===== src/rtl/cpu_pkg.sv =====
// rtl/cpu_pkg.sv - shared state, opcode and register-ref definitions for the sequencer
package cpu_pkg;

  typedef enum logic [2:0] {
    ST_IDLE     = 3'd0,
    ST_FETCH    = 3'd1,
    ST_DECODE   = 3'd2,
    ST_INDIRECT = 3'd3,
    ST_EXEC     = 3'd4,
    ST_HALT     = 3'd5
  } state_t;

  localparam logic [2:0] OP_ADD = 3'b001;
  localparam logic [2:0] OP_LDA = 3'b010;
  localparam logic [2:0] OP_STA = 3'b011;
  localparam logic [2:0] OP_BUN = 3'b100;
  localparam logic [2:0] OP_ISZ = 3'b110;
  localparam logic [2:0] OP_REG = 3'b111;

  localparam int RR_CLA = 11;
  localparam int RR_CLE = 10;
  localparam int RR_CMA = 9;
  localparam int RR_CIR = 7;
  localparam int RR_CIL = 6;
  localparam int RR_INC = 5;
  localparam int RR_HLT = 0;

  typedef struct packed {
    logic clr_ac;
    logic clr_e;
    logic comp_ac;
    logic load_ac;
    logic cir_r;
    logic cir_l;
    logic inc_ac;
    logic add;
    logic load;
    logic store;
    logic branch;
    logic isz;
  } strobe_t;

endpackage


===== src/rtl/control_unit_if.sv =====
// rtl/control_unit_if.sv - memory, datapath and phase-strobe signals of the sequencer
interface control_unit_if #(
  parameter int DWIDTH = 16
);
  logic              i_start;
  logic [DWIDTH-1:0] i_mem_data;
  logic              i_mem_valid;
  logic              i_ex_done;
  logic              o_read;
  logic [DWIDTH-1:0] o_ir;
  logic              o_fetch;
  logic              o_execute;
  logic              o_is_ind;
  logic              o_is_dir;
  logic              o_clr_ac;
  logic              o_clr_e;
  logic              o_comp_ac;
  logic              o_load_ac;
  logic              o_cir_r;
  logic              o_cir_l;
  logic              o_inc_ac;
  logic              o_add;
  logic              o_load;
  logic              o_store;
  logic              o_branch;
  logic              o_isz;
  logic              o_halted;
  logic              o_error;

  modport master (
    input  i_start, i_mem_data, i_mem_valid, i_ex_done,
    output o_read, o_ir, o_fetch, o_execute, o_is_ind, o_is_dir,
           o_clr_ac, o_clr_e, o_comp_ac, o_load_ac, o_cir_r, o_cir_l, o_inc_ac,
           o_add, o_load, o_store, o_branch, o_isz, o_halted, o_error
  );

  modport slave (
    output i_start, i_mem_data, i_mem_valid, i_ex_done,
    input  o_read, o_ir, o_fetch, o_execute, o_is_ind, o_is_dir,
           o_clr_ac, o_clr_e, o_comp_ac, o_load_ac, o_cir_r, o_cir_l, o_inc_ac,
           o_add, o_load, o_store, o_branch, o_isz, o_halted, o_error
  );
endinterface


===== src/rtl/control_unit_instr_decoder.sv =====
// rtl/control_unit_instr_decoder.sv - combinational IR decode into one-hot strobes and class flags
module instr_decoder
  import cpu_pkg::*;
#(
  parameter int DWIDTH = 16
) (
  input  logic [DWIDTH-1:0] ir,
  output strobe_t           strobe,
  output logic              is_mem,
  output logic              is_ind,
  output logic              is_halt,
  output logic              is_nop
);

  logic [2:0] op;
  logic       i_bit;
  logic       unused_ir_bits;

  assign op    = ir[14:12];
  assign i_bit = ir[15];
  assign unused_ir_bits = ^{ir[8], ir[4:1]};

  always_comb begin
    strobe  = '0;
    is_mem  = 1'b0;
    is_ind  = 1'b0;
    is_halt = 1'b0;
    is_nop  = 1'b0;
    case (op)
      OP_REG: begin
        // Only the highest-priority register-ref bit is issued; no bit set is an EXEC-phase NOP
        if (i_bit)                strobe.load_ac = 1'b1;
        else if (ir[RR_HLT])      is_halt        = 1'b1;
        else if (ir[RR_CLA])      strobe.clr_ac  = 1'b1;
        else if (ir[RR_CLE])      strobe.clr_e   = 1'b1;
        else if (ir[RR_CMA])      strobe.comp_ac = 1'b1;
        else if (ir[RR_CIR])      strobe.cir_r   = 1'b1;
        else if (ir[RR_CIL])      strobe.cir_l   = 1'b1;
        else if (ir[RR_INC])      strobe.inc_ac  = 1'b1;
      end
      OP_ADD: begin is_mem = 1'b1; is_ind = i_bit; strobe.add    = 1'b1; end
      OP_LDA: begin is_mem = 1'b1; is_ind = i_bit; strobe.load   = 1'b1; end
      OP_STA: begin is_mem = 1'b1; is_ind = i_bit; strobe.store  = 1'b1; end
      OP_BUN: begin is_mem = 1'b1; is_ind = i_bit; strobe.branch = 1'b1; end
      OP_ISZ: begin is_mem = 1'b1; is_ind = i_bit; strobe.isz    = 1'b1; end
      default: is_nop = 1'b1;
    endcase
  end

endmodule


===== src/rtl/control_unit.sv =====
// rtl/control_unit.sv - fetch/decode/indirect/execute sequencer driving the accumulator datapath
module control_unit
  import cpu_pkg::*;
#(
  parameter int DWIDTH       = 16,
  parameter int AWIDTH       = 12,
  parameter int TO_W         = 4,
  parameter int EXEC_TIMEOUT = 15
) (
  input  logic           clk,
  input  logic           i_clr_reg,
  control_unit_if.master bus
);

  state_t            state_q, state_d;
  logic [DWIDTH-1:0] ir_q, ir_d;
  logic [TO_W-1:0]   cnt_q, cnt_d;
  logic              error_q, error_d;

  strobe_t dec_strobe;
  logic    dec_is_mem;
  logic    dec_is_ind;
  logic    dec_is_halt;
  logic    dec_is_nop;

  instr_decoder #(.DWIDTH(DWIDTH)) u_dec (
    .ir      (ir_q),
    .strobe  (dec_strobe),
    .is_mem  (dec_is_mem),
    .is_ind  (dec_is_ind),
    .is_halt (dec_is_halt),
    .is_nop  (dec_is_nop)
  );

  always_ff @(posedge clk or posedge i_clr_reg) begin
    if (i_clr_reg) begin
      state_q <= ST_IDLE;
      ir_q    <= '0;
      cnt_q   <= '0;
      error_q <= 1'b0;
    end else begin
      state_q <= state_d;
      ir_q    <= ir_d;
      cnt_q   <= cnt_d;
      error_q <= error_d;
    end
  end

  always_comb begin
    state_d = state_q;
    ir_d    = ir_q;
    cnt_d   = '0;
    error_d = error_q;
    case (state_q)
      ST_IDLE, ST_HALT: begin
        if (bus.i_start) state_d = ST_FETCH;
      end
      ST_FETCH: begin
        if (bus.i_mem_valid) begin
          ir_d    = bus.i_mem_data;
          state_d = ST_DECODE;
        end
      end
      ST_DECODE: begin
        if (dec_is_nop)       state_d = ST_FETCH;
        else if (dec_is_halt) state_d = ST_HALT;
        else if (dec_is_ind)  state_d = ST_INDIRECT;
        else                  state_d = ST_EXEC;
      end
      ST_INDIRECT: begin
        if (bus.i_mem_valid) begin
          ir_d[AWIDTH-1:0] = bus.i_mem_data[AWIDTH-1:0];
          state_d          = ST_EXEC;
        end
      end
      ST_EXEC: begin
        if (bus.i_ex_done) begin
          state_d = ST_FETCH;
        end else begin
          // Saturating count: the EXEC_TIMEOUT-th cycle without done ends the instruction
          cnt_d = (cnt_q != '1) ? cnt_q + TO_W'(1) : cnt_q;
          if (cnt_d >= TO_W'(EXEC_TIMEOUT)) begin
            state_d = ST_HALT;
            error_d = 1'b1;
            cnt_d   = '0;
          end
        end
      end
      default: state_d = ST_IDLE;
    endcase
  end

  logic in_exec;
  assign in_exec = (state_q == ST_EXEC);

  assign bus.o_read    = (state_q == ST_FETCH) || (state_q == ST_INDIRECT);
  assign bus.o_fetch   = (state_q == ST_FETCH);
  assign bus.o_is_ind  = (state_q == ST_INDIRECT);
  assign bus.o_execute = in_exec;
  assign bus.o_is_dir  = in_exec && dec_is_mem;
  assign bus.o_halted  = (state_q == ST_HALT);
  assign bus.o_error   = error_q;
  assign bus.o_ir      = ir_q;

  assign bus.o_clr_ac  = in_exec && dec_strobe.clr_ac;
  assign bus.o_clr_e   = in_exec && dec_strobe.clr_e;
  assign bus.o_comp_ac = in_exec && dec_strobe.comp_ac;
  assign bus.o_load_ac = in_exec && dec_strobe.load_ac;
  assign bus.o_cir_r   = in_exec && dec_strobe.cir_r;
  assign bus.o_cir_l   = in_exec && dec_strobe.cir_l;
  assign bus.o_inc_ac  = in_exec && dec_strobe.inc_ac;
  assign bus.o_add     = in_exec && dec_strobe.add;
  assign bus.o_load    = in_exec && dec_strobe.load;
  assign bus.o_store   = in_exec && dec_strobe.store;
  assign bus.o_branch  = in_exec && dec_strobe.branch;
  assign bus.o_isz     = in_exec && dec_strobe.isz;

endmodule


===== src/flat_wrapper.sv =====
// flat-port wrapper written by rule: the top's interface ports become plain ports
module control_unit_flat import cpu_pkg::*;
#(
  parameter int DWIDTH       = 16,
  parameter int AWIDTH       = 12,
  parameter int TO_W         = 4,
  parameter int EXEC_TIMEOUT = 15
)
  (clk, i_clr_reg, bus_i_start, bus_i_mem_data, bus_i_mem_valid, bus_i_ex_done, bus_o_read, bus_o_ir, bus_o_fetch, bus_o_execute, bus_o_is_ind, bus_o_is_dir, bus_o_clr_ac, bus_o_clr_e, bus_o_comp_ac, bus_o_load_ac, bus_o_cir_r, bus_o_cir_l, bus_o_inc_ac, bus_o_add, bus_o_load, bus_o_store, bus_o_branch, bus_o_isz, bus_o_halted, bus_o_error);
  control_unit_if #(.DWIDTH(DWIDTH)) bus_i ();
  input  logic clk;
  input  logic i_clr_reg;
  input wire logic [$bits(bus_i.i_start)-1:0] bus_i_start;
  input wire logic [$bits(bus_i.i_mem_data)-1:0] bus_i_mem_data;
  input wire logic [$bits(bus_i.i_mem_valid)-1:0] bus_i_mem_valid;
  input wire logic [$bits(bus_i.i_ex_done)-1:0] bus_i_ex_done;
  output wire logic [$bits(bus_i.o_read)-1:0] bus_o_read;
  output wire logic [$bits(bus_i.o_ir)-1:0] bus_o_ir;
  output wire logic [$bits(bus_i.o_fetch)-1:0] bus_o_fetch;
  output wire logic [$bits(bus_i.o_execute)-1:0] bus_o_execute;
  output wire logic [$bits(bus_i.o_is_ind)-1:0] bus_o_is_ind;
  output wire logic [$bits(bus_i.o_is_dir)-1:0] bus_o_is_dir;
  output wire logic [$bits(bus_i.o_clr_ac)-1:0] bus_o_clr_ac;
  output wire logic [$bits(bus_i.o_clr_e)-1:0] bus_o_clr_e;
  output wire logic [$bits(bus_i.o_comp_ac)-1:0] bus_o_comp_ac;
  output wire logic [$bits(bus_i.o_load_ac)-1:0] bus_o_load_ac;
  output wire logic [$bits(bus_i.o_cir_r)-1:0] bus_o_cir_r;
  output wire logic [$bits(bus_i.o_cir_l)-1:0] bus_o_cir_l;
  output wire logic [$bits(bus_i.o_inc_ac)-1:0] bus_o_inc_ac;
  output wire logic [$bits(bus_i.o_add)-1:0] bus_o_add;
  output wire logic [$bits(bus_i.o_load)-1:0] bus_o_load;
  output wire logic [$bits(bus_i.o_store)-1:0] bus_o_store;
  output wire logic [$bits(bus_i.o_branch)-1:0] bus_o_branch;
  output wire logic [$bits(bus_i.o_isz)-1:0] bus_o_isz;
  output wire logic [$bits(bus_i.o_halted)-1:0] bus_o_halted;
  output wire logic [$bits(bus_i.o_error)-1:0] bus_o_error;
  assign bus_i.i_start = bus_i_start;
  assign bus_i.i_mem_data = bus_i_mem_data;
  assign bus_i.i_mem_valid = bus_i_mem_valid;
  assign bus_i.i_ex_done = bus_i_ex_done;
  assign bus_o_read = bus_i.o_read;
  assign bus_o_ir = bus_i.o_ir;
  assign bus_o_fetch = bus_i.o_fetch;
  assign bus_o_execute = bus_i.o_execute;
  assign bus_o_is_ind = bus_i.o_is_ind;
  assign bus_o_is_dir = bus_i.o_is_dir;
  assign bus_o_clr_ac = bus_i.o_clr_ac;
  assign bus_o_clr_e = bus_i.o_clr_e;
  assign bus_o_comp_ac = bus_i.o_comp_ac;
  assign bus_o_load_ac = bus_i.o_load_ac;
  assign bus_o_cir_r = bus_i.o_cir_r;
  assign bus_o_cir_l = bus_i.o_cir_l;
  assign bus_o_inc_ac = bus_i.o_inc_ac;
  assign bus_o_add = bus_i.o_add;
  assign bus_o_load = bus_i.o_load;
  assign bus_o_store = bus_i.o_store;
  assign bus_o_branch = bus_i.o_branch;
  assign bus_o_isz = bus_i.o_isz;
  assign bus_o_halted = bus_i.o_halted;
  assign bus_o_error = bus_i.o_error;
  control_unit #(.DWIDTH(DWIDTH), .AWIDTH(AWIDTH), .TO_W(TO_W), .EXEC_TIMEOUT(EXEC_TIMEOUT)) u_core (.clk(clk), .i_clr_reg(i_clr_reg), .bus(bus_i));
endmodule

===== config.mk =====
export PLATFORM = sky130hd
export DESIGN_NAME = control_unit_flat
export DESIGN_NICKNAME = d
export VERILOG_FILES = /design/src/rtl/cpu_pkg.sv /design/src/rtl/control_unit_if.sv /design/src/rtl/control_unit_instr_decoder.sv /design/src/rtl/control_unit.sv /design/src/flat_wrapper.sv
export SDC_FILE = /design/constraint.sdc
export NUM_CORES = 1
export LEC_CHECK = 0
export CORE_UTILIZATION = 35
export DETAILED_ROUTE_END_ITERATION = 10
export DONT_BUFFER_PORTS = 1
export GPL_TIMING_DRIVEN = 0
export PLACE_DENSITY_LB_ADDON = 0.2
export RECOVER_POWER = 100
export SYNTH_ARGS = -nofsm -noshare
export SYNTH_HDL_FRONTEND = slang
export SYNTH_HIERARCHICAL = 1
export SYNTH_SLANG_ARGS = --single-unit

===== constraint.sdc =====
create_clock -name clk -period 1.48 [get_ports clk]
set_input_delay 0.222 -clock clk [delete_from_list [all_inputs] [get_ports clk]]
set_output_delay 0.222 -clock clk [all_outputs]
set_load 0.01 [all_outputs]

==> summary.md <==
| Metric | Value |
|---|---|
| Input/output buffers | `0` |
| Synth Instances | `137` |
| Starting DRT DRC Count | `27` |
| Htree depth | `1` |
| N_diodes | `0` |
| Failing checks | `setup timing` |
| Relative slew slack | `0.386` |
| Initial Utilization | `0.377` |
| Routed wire per std cell | `15.9 um` |
| DRC errors left | `0` |
| Cell chain of the critical path | `or4_4 -> nor4_1 -> and2_1` |
| Clock root cell | `clkbuf_8` |
| Mapped Nets | `159` |
| Met3 usage in global routing | `0.0259` |
| Slowest-stage cell, CP | `or4_4` |
| First-pass GRT wire length | `4520 um` |
| EDFF count, synth | `0` |
| Worst skew pair latency | `0.27 ns` |
| Max Cap Viol | `0` |
| Largest delay share family, worst path | `simple AND/OR/NAND/NOR gates` |
| Layout Cells excl Fill | `202` |
| Yosys warnings | `6` |
| Required time worst endpoint | `1.26 ns` |
| Asr flop ratio synth | `1.00` |
| Dpl hpwl | `2240 um` |
| Height of the die | `66.0 um` |
| Max Clock Freq | `0.530 GHz` |
| Worst min path class | `input port to async pin` |
| Mapped cell area | `1430 um^2` |
| Layout overhead on the synthesized area | `33.3%` |
| Dominant synthesized flop cell | `dfrtp_1` |
| Logic gate share of total power | `0.527` |
| Clk pwr share | `0.142` |
| Most used routing layer | `met2` |
| Worst-path clk slew | `0.08 ns` |
| Core area | `3800 um^2` |
| Final Cell Area | `1910 um^2` |
| Int Pwr | `2.47 mW` |
| RSZ-0062 raised after global routing | `true` |
| Largest net degree at the start of global routing | `25` |
| Vias post-DR | `1,087` |
| GR Util met1 | `0.165` |
| Fin. Hold Viols | `0` |
| CP max stage delay | `0.57 ns` |
| Chip Width | `66.0 um` |
| Number of global-route vias before repair | `983` |
| CTS Hold Bufs | `0` |
| Switch Pwr | `1.58 mW` |
| Initial DRT Pass Iterations | `4` |
| Share of power burned in registers | `0.332` |
| Die footprint | `4350 um^2` |
| Setup TNS | `-4.38 ns` |
| Util after Layout | `0.502` |
| WHS | `0.0346 ns` |
| Post-route ant nets | `0` |
| Worst path bufs/invs | `0` |
| Clock skew | `0.00362 ns` |
| Initial antenna violation count | `0` |
| CP max FO | `5` |
| Net Sw Frac | `0.391` |
| Clk sinks | `24` |
| GR Util All Layers | `0.136` |
| Pwr per Cell Area | `2120 nW/um^2` |
| DP Area | `1500 um^2` |
| Tcrit/Tclk final | `1.28` |
| Worst EP arrival | `1.67 ns` |
| Synth Register Bits | `24` |
| Grt total ovfl | `0` |
| Placed cells | `185` |
| CTS buffer count | `3` |
| Reg2reg setup slack | `-0.20 ns` |
| Worst ir drop on vdd | `0.000839 V` |
| Syn_area_per_cell | `10.4 um^2` |
| Critical path type | `register to output pin` |
| Bufs on Longest Clock Path | `2` |
| Final setup fails | `29` |
| Leakage | `0.804 nW` |
| Final GP Congestion | `0.742` |
| Min Tclk post-route | `1.89 ns` |
| Layout cells sized above 1 | `0.494` |
| Netlist cell types | `43` |
| Vias per cell | `5.38` |
| Worst-Margin Slew | `0.920 ns` |
| Fin nets | `177` |
| Final Max Slew Viols | `0` |
| Routed wire length | `3220 um` |
| Grt met2 use | `0.239` |
| Worst setup EP type | `output pin` |
| Setup WS post-layout | `-0.407 ns` |
| Startpoint types | `register` |
| Status | `complete, but fails checks` |
| Sequential-to-total area share from yosys stat | `0.420` |
| # IOs | `56` |
| TritonCTS clock tree | `yes` |
| Row count | `22` |
cell usage after synthesis, types with 2 or more instances:
| master | count | area, um^2 |
|---|---|---|
| nor4_1 | 3 | 18.8 |
| nor3b_1 | 7 | 52.6 |
| nand2b_1 | 3 | 18.8 |
| buf_4 | 3 | 22.5 |
| and2_1 | 15 | 93.8 |
| a21oi_1 | 3 | 15.0 |
| o41ai_1 | 2 | 17.5 |
| nand3_1 | 3 | 15.0 |
| inv_1 | 7 | 26.3 |
| nor3_1 | 6 | 30.0 |
| nand2_1 | 4 | 15.0 |
| xnor2_1 | 2 | 17.5 |
| mux2_2 | 16 | 180 |
| nor2_1 | 7 | 26.3 |
| dfrtp_1 | 24 | 601 |
| clkbuf_1 | 3 | 11.3 |
| and3b_1 | 2 | 17.5 |
| xor2_1 | 2 | 17.5 |
repair_timing:
action | 4_1_cts | 5_1_grt
resized for setup | 33 | 33
endpoints found under the hold margin | 0 | 0
pin swaps | 13 | 13
gates cloned | 1 | 0
buffers inserted | 8 | 4
endpoints found under the setup margin | 27 | 36
cell usage in the layout, fill, tap and decap left out, types with 3 or more instances in the layout:
cell / n
and2_1: 5
and2_4: 10
buf_4: 7
buf_6: 11
clkbuf_8: 5
dfrtp_1: 22
inv_1: 7
mux2_2: 12
mux2_4: 4
nand2_1: 4
nand3_1: 3
nor2_1: 5
nor3_1: 4
nor3b_1: 4
routing by layer:
metal,share of wire,wire length [um]
met5,0,0
met4,0.010,32
met3,0.056,180
met2,0.51,1640
met1,0.43,1370
layout make-up:
| class | instances | area [um^2] |
|---|---|---|
| buffer | 8 | 96.3 |
| tap | 48 | 60.1 |
| multi-input combinational | 98 | 928 |
| fill | 338 | 1890 |
| clock inverter | 1 | 30.0 |
| sequential | 24 | 603 |
| timing repair buffer | 13 | 123 |
| clock buffer | 3 | 41.3 |
| inverter | 7 | 26.3 |
stage by stage:
stage          setup slack (ns)  total power [mW]
2_1_floorplan           -0.0776              2.42
3_3_place_gp             -0.250              2.65
3_5_place_dp             -0.350              2.71
4_1_cts                  -0.402              3.66
5_1_grt                  -0.453              4.28
6_report                 -0.407              4.05
worst paths after layout:
kind,cells after the start,start,end
worst max-delay path,3,u_core/bus.o_ir[10],bus_o_cir_l
worst min-delay path,1,i_clr_reg,u_core/bus.o_ir[4]
worst max register to register,7,u_core/bus.o_ir[13],u_core/state_q[1]
worst min register to register,1,u_core/bus.o_error,u_core/bus.o_error
max in group asynchronous,1,i_clr_reg,u_core/bus.o_ir[11]
min in group clk,1,bus_i_mem_data[9],u_core/bus.o_ir[9]
power by group through the flow:
| stage | Sequential [mW] | Combinational, mW | Clock, mW |
|---|---|---|---|
| finish | 1.34 | 2.13 | 0.575 |
| global route | 1.38 | 2.27 | 0.620 |
| CTS | 1.35 | 1.72 | 0.585 |
| detailed placement | 1.34 | 1.37 | 0 |
| global placement | 1.33 | 1.33 | 0 |
| floorplan | 1.25 | 1.18 | 0 |
flip-flops by register name, indices dropped and copies added (netlist names):
name	count
u_core/bus.o_ir	16
u_core/state_q	3
u_core/cnt_q	4
u_core/bus.o_error	1
kinds of logic (layout without fill, tap and decap cells):
group | Yosys count | in the layout | synth area share
fa+ha+maj | 1 | 1 | 0.00874
buf+inv | 15 | 32 | 0.0533
xor+xnor | 4 | 4 | 0.0245
mux | 17 | 17 | 0.133
simple gates | 62 | 62 | 0.281
flops | 24 | 24 | 0.420
compound gates | 14 | 14 | 0.0804
No activity file was read; power rests on OpenSTA's default activity.
